### config.mk
export PLATFORM = sky130hd
export DESIGN_NAME = seven_seg_scan_controller
export DESIGN_NICKNAME = d
export VERILOG_FILES = /design/src/rtl/seven_seg_scan_controller.sv
export SDC_FILE = /design/constraint.sdc
export NUM_CORES = 1
export LEC_CHECK = 0
export CAP_MARGIN = 10
export CORE_ASPECT_RATIO = 0.75
export CORE_MARGIN = 1
export CORE_UTILIZATION = 40
export DETAILED_ROUTE_END_ITERATION = 7
export SYNTH_ARGS = -nofsm -noshare
export SYNTH_HDL_FRONTEND = slang
export SYNTH_SLANG_ARGS = --single-unit
### constraint.sdc
create_clock -name clk -period 2 [get_ports clk]
set_clock_uncertainty 0.05 [all_clocks]
set_input_delay 0.6 -clock clk [delete_from_list [all_inputs] [get_ports clk]]
set_output_delay 0.6 -clock clk [all_outputs]
set_load 0.005 [all_outputs]
### src/rtl/seven_seg_scan_controller.sv
// seven_seg_scan_controller: multiplexed 7-segment scan with blanking, leading-zero suppression and frame-coherent loads
module seven_seg_scan_controller #(
    parameter int NUM_DIGITS   = 4,
    parameter int PRESCALE     = 1000,
    parameter int BLANK_CYCLES = 16
) (
    input  logic                    clk,
    input  logic                    rst_n,
    input  logic                    enable_i,
    input  logic [4*NUM_DIGITS-1:0] value_i,
    input  logic                    load_i,
    input  logic                    lz_blank_i,
    output logic [3:0]              hex_out_o,
    input  logic [6:0]              seg_in_i,
    output logic [6:0]              seg_out_o,
    output logic [NUM_DIGITS-1:0]   digit_sel_o,
    output logic                    frame_done_o,
    output logic                    load_ack_o
);
    localparam int IW = NUM_DIGITS > 1 ? $clog2(NUM_DIGITS) : 1;
    localparam int CW = $clog2(PRESCALE);

    typedef enum logic [1:0] {IDLE, BLANK, SHOW} state_t;

    state_t                  state_q, state_d;
    logic [IW-1:0]           idx_q, idx_d;
    logic [CW-1:0]           cnt_q, cnt_d;
    logic [4*NUM_DIGITS-1:0] disp_q, disp_d, pend_q, pend_d;
    logic                    pflag_q, pflag_d;
    logic [6:0]              seg_q, seg_d;
    logic [NUM_DIGITS-1:0]   sel_q, sel_d;
    logic                    fd_q, ack_q, ack_d;
    logic                    slot_end, last_digit, boundary, apply_win, lz_dark, lit;

    assign slot_end   = cnt_q == CW'(PRESCALE - 1);
    assign last_digit = idx_q == IW'(NUM_DIGITS - 1);
    assign boundary   = state_q != IDLE && last_digit && slot_end;
    assign apply_win  = state_q == IDLE || boundary;
    assign hex_out_o  = state_q == IDLE ? 4'h0 : disp_q[{idx_q, 2'b00} +: 4];
    assign lz_dark    = lz_blank_i && idx_q != '0 && (disp_q >> {idx_q, 2'b00}) == '0;
    assign lit        = enable_i && state_q == SHOW && !lz_dark;
    assign seg_d      = lit ? seg_in_i : 7'h00;
    assign sel_d      = lit ? NUM_DIGITS'(1) << idx_q : '0;

    assign seg_out_o    = seg_q;
    assign digit_sel_o  = sel_q;
    assign frame_done_o = fd_q;
    assign load_ack_o   = ack_q;

    // Scan sequencing: slot counter, digit index and blank/show phase
    always_comb begin
        state_d = state_q;
        idx_d   = idx_q;
        cnt_d   = cnt_q;
        if (!enable_i) begin
            state_d = IDLE;
            idx_d   = '0;
            cnt_d   = '0;
        end else if (state_q == IDLE) begin
            state_d = BLANK;
            idx_d   = '0;
            cnt_d   = '0;
        end else begin
            cnt_d   = slot_end ? '0 : cnt_q + 1'b1;
            idx_d   = slot_end ? (last_digit ? '0 : idx_q + 1'b1) : idx_q;
            state_d = cnt_d < CW'(BLANK_CYCLES) ? BLANK : SHOW;
        end
    end

    // Loads park in pending and only reach disp at a frame boundary or while idle
    always_comb begin
        disp_d  = disp_q;
        pend_d  = pend_q;
        pflag_d = pflag_q;
        ack_d   = 1'b0;
        if (apply_win && (load_i || pflag_q)) begin
            disp_d  = load_i ? value_i : pend_q;
            pflag_d = 1'b0;
            ack_d   = 1'b1;
        end else if (load_i) begin
            pend_d  = value_i;
            pflag_d = 1'b1;
        end
    end

    // State, display registers and registered pin drive
    always_ff @(posedge clk or negedge rst_n) begin
        if (!rst_n) begin
            state_q <= IDLE;
            idx_q   <= '0;
            cnt_q   <= '0;
            disp_q  <= '0;
            pend_q  <= '0;
            pflag_q <= 1'b0;
            seg_q   <= '0;
            sel_q   <= '0;
            fd_q    <= 1'b0;
            ack_q   <= 1'b0;
        end else begin
            state_q <= state_d;
            idx_q   <= idx_d;
            cnt_q   <= cnt_d;
            disp_q  <= disp_d;
            pend_q  <= pend_d;
            pflag_q <= pflag_d;
            seg_q   <= seg_d;
            sel_q   <= sel_d;
            fd_q    <= boundary;
            ack_q   <= ack_d;
        end
    end
endmodule
# After elaboration in Yosys (flattened, before gate mapping)
# Cells that the tools add are included.
[classes]
addsub = 2
mul = 0
div = 0
magnitude_cmp = 1
n_eq_ne = 4
shift = 3
mux = 17
bitwise_logic = 0
reduce_logical = 15
[op_table]
columns = ["operator", "n"]
rows = [
  ["10-bit two-way mux", 3],
  ["16-bit zero test", 1],
  ["16-bit two-way mux", 1],
  ["16-bit by 5-bit variable part select with 4-bit output", 1],
  ["16-bit by 4-bit >> shifter with 16-bit output", 1],
  ["2-bit two-way mux", 7],
  ["10-bit by 1-bit adder with 10-bit output (second input constant)", 1],
  ["10-bit == test (second input constant)", 1],
  ["10-bit by 5-bit less-than comparator with 1-bit output (second input constant)", 1],
  ["4-bit two-way mux", 2],
  ["1-bit logical AND", 7],
  ["7-bit two-way mux", 1],
  ["2-bit nonzero test", 3],
  ["2-bit == test (second input constant)", 2],
  ["1-bit by 2-bit left shift with 4-bit output (first input constant)", 1],
  ["1-bit two-way mux", 3],
  ["3-bit by 1-bit != test with 1-bit output (second input constant)", 1],
  ["2-bit by 1-bit adder with 2-bit output (second input constant)", 1],
  ["2-bit zero test", 1],
  ["1-bit logical OR", 2],
  ["1-bit zero test", 1],
]
[totals]
ff_bits = 60
latchBits = 0
mem_bits_rw = 0
romBits = 0
inputBits = 28
output_inout_bits = 17
n_memories = 0

# Longest topological paths before layout
[depth]
depth_word = 6
ltp_mapped = 8
depth_no_buf = 6

# Least setup slack after synthesis
# OpenSTA, ideal clock, no wires.
[synth_timing]
path_type = "register -> output"
startpoint = "register idx_q[0]"
endpoint = "output hex_out_o[0]"
t_arrival_ns = 1.428
t_required_ns = 1.350
path_slack_ns = -0.078
path_stages_with_launch = 4
path_cell_list = "dfrtp_1 -> buf_1 -> mux4_2 -> nor2b_1"
[synth_via]
elab_chain_len = 2
[synth_rtl]
columns = ["item", "line_no", "rtl"]
rows = [
  ["start, declared", "26", "logic [IW-1:0] idx_q, idx_d;"],
  ["start signal, assigned", "101", "idx_q <= idx_d;"],
  ["16-bit by 5-bit variable part select with 4-bit output", "39", "assign hex_out_o = state_q == IDLE ? 4'h0 : disp_q[{idx_q, 2'b00} +: 4];"],
  ["4-bit two-way mux", "39", ""],
  ["end, declared", "13", "output logic [3:0] hex_out_o,"],
]
# Every way passes these cells.

# Worst setup path after layout
[layout_timing]
startpoint = "register idx_q[0]"
endpoint = "output hex_out_o[3]"
# The elaborated chain is that of the path after synthesis.

==> metrics <==
status=complete, but fails checks; failing checks=setup timing; fraction of registers with async set/reset=between 90% and 100%; Worst Hold Class=in2async; Tmin final=roughly 2.2 ns; register area share after synthesis=52.7%; CTS Buffer Depth=2; startpoint types=flop; post-DP HPWL=roughly 4.1 mm; power density cells=between 700 and 800 nW/um2; net count after synthesis=256; final hold slack=approximately 0.21 ns; proportion of layout cells with a drive suffix above 1=a little under two fifths; min setup slack post-route=-0.248 ns; Worst R2R Setup Slack=-0.06 ns; multi-input logic area=roughly 1300 um2; most numerous cell in the Yosys netlist=dfrtp_1; final WL=~6.5 mm; vias per inst=4.94; first-pass GRT wire length=9.83 mm; fill count=about 560; worst vdd rail ir drop=around 420 uV; DIE WIDTH=a little under 100 um; Main synth FF type=dfrtp_1; EDFF count, synth=0; GRT Total Usage=roughly 18%; post-synth cell types=41; Setup violations, final=17; GRT overflow=0; Area growth syn-to-layout=41.6%; RR Endpoint=disp_q[2]; Hold Fails Final Rpt=0; Avg Inst Size Synth=12.8 um2; maxcap violations=0; headroom to the max-slew limit=about 69%; clk sinks=60; top post-synthesis cells by area=dfrtp_1 (53%), mux2_2 (7.5%), mux2_4 (6.9%), a32o_1 (5.6%), nor2_1 (2.5%); drt pass-1 iters=4; Reg area=between 1500 and 2000 um2; fin nets=340; vias=2,024; Root Buffer=clkbuf_8; Slew Viols, Final=0; Req. time, crit path=approximately 1.4 ns; Die H=75.1 um; cell taking the most area after synthesis=dfrtp_1; TritonCTS buffer count=9; r2r startpoint=idx_q[0]; Port Buf Inserts=44; vias in the first global route=approximately 1,900; crit-path max FO=3; RSZ-0062 raised after global routing=yes; worst skew pair latency=between 0.3 and 0.4 ns; Post-Synthesis Cells=~220; num ports=between 40 and 50; Final Power=approximately 3.1 mW; Initial Utilization=roughly two fifths; die area=between 7000 and 8000 um2; diode count=0; Setup crit end kind=primary output; leakage power=between 1.5 and 2 nW; setup TNS=-1.32 ns; Yosys reg bits=60; Final Cycle Share=112%; CTS HTree Levels=3; Routed Antenna Nets=0; Routed WL per cell=roughly 16 um; kind of critical path=reg2out; Worst-path clk slew=0.07 ns; antenna violations before repair=0; Cell Area, Synth=between 2000 and 3000 um2; DRC=0; Synth Warn #=0; Initial DRC Count=140; share of the synthesized area in the top cell type=between 50% and 60%; CP arrival=about 1.6 ns; CTS tree=done; worst slew pin tran=roughly 0.46 ns; gpl congestion=0.798; FMAX=between 0.4 and 0.5 GHz; pre-CTS WS=-0.333 ns; r2r worst-path depth=9; largest net degree at the start of global routing=61; synth cell count leaders=dfrtp_1 (60), mux2_2 (19), nor2_1 (19); standard-cell rows=26; Core ar.=6860 um2
cells in the final DEF, fill, tap and decap left out, types with 4 or more instances in the layout:
| cell | instances |
|---|---|
| and2_1 | 11 |
| a32o_1 | 16 |
| and3_1 | 4 |
| buf_2 | 5 |
| xnor2_1 | 5 |
| buf_12 | 5 |
| nand3_1 | 5 |
| clkdlybuf4s50_1 | 39 |
| nor2_1 | 19 |
| buf_4 | 29 |
| buf_6 | 7 |
| clkbuf_8 | 9 |
| mux2_4 | 14 |
| mux2_2 | 18 |
| inv_1 | 4 |
| dfrtp_1 | 58 |
| nor4_1 | 4 |
logic make-up after synthesis:
logic type,count (synthesis),synth area share (%)
fa+ha+maj,5,2.20
xor+xnor,8,2.46
compound gates,31,9.57
flops,60,52.7
mux,38,17.3
buf+inv,18,3.03
simple gates,63,12.7
metrics by stage:
| step | util [%] | cell area [um2] | cells |
|---|---|---|---|
| finish | 58.8 | 4030 | 410 |
| global route | 58.8 | 4030 | 410 |
| CTS | 56.4 | 3870 | 404 |
| detailed placement | 53.0 | 3640 | 385 |
| global placement | 53.0 | 3640 | 385 |
| floorplan | - | 2850 | 223 |
worst max-delay path: stages, from the launching register on:
cell     delay [ns]
dfrtp_2        0.39
buf_4          0.12
mux4_2         0.48
nor2b_1        0.14
buf_2          0.13
how the worst max path moves through the flow:
stage	slack [ns]	depth (start not counted)	start	end
6_report	-0.25	4	idx_q[0]	hex_out_o[3]
5_1_grt	-0.32	6	idx_q[0]	hex_out_o[2]
4_1_cts	-0.26	4	idx_q[0]	hex_out_o[0]
3_5_place_dp	-0.33	4	idx_q[0]	hex_out_o[2]
3_3_place_gp	-0.31	4	idx_q[0]	hex_out_o[2]
2_1_floorplan	0.06	3	idx_q[0]	hex_out_o[0]
state kept, by name, indices dropped and copies added (netlist names):
register,cells
state_q,2
seg_out_o,7
pflag_q,1
pend_q,16
digit_sel_o,4
disp_q,16
idx_q,2
load_ack_o,1
frame_done_o,1
cnt_q,10
power breakdown:
part / internal (mW) / total [mW] / switching, mW / leakage, nW
Sequential: 1.33 / 1.42 / 0.0826 / 0.762
Clock: 0.569 / 1.03 / 0.465 / 0.0931
Combinational: 0.387 / 0.608 / 0.221 / 0.906
per-layer routing:
metal	GRT usage, %	part of all wire, %	vias up
li1	-	-	983
met4	7.84	0.85	0
met5	0	0	-
met2	24.2	43	48
met1	26.4	51	987
met3	5.85	5.0	6
what timing repair did:
action | 4_1_cts | 5_1_grt
setup buffers | 3 | 3
resized for setup | 28 | 13
cloned | 0 | 3
hold buffers | 0 | 0
endpoints found under the hold margin | 0 | 0
endpoints found under the setup margin | 15 | 31
pin swaps | 3 | 3
final cells by class:
type / instances / share of cell area, %
clock buffer: 11 / 3.26
clock inverter: 5 / 1.30
inverter: 4 / 0.372
multi-input combinational: 145 / 33.4
sequential: 60 / 37.3
tap: 98 / 3.04
timing repair buffer: 87 / 21.4
Note: power is estimated with default switching activity, not from simulation.
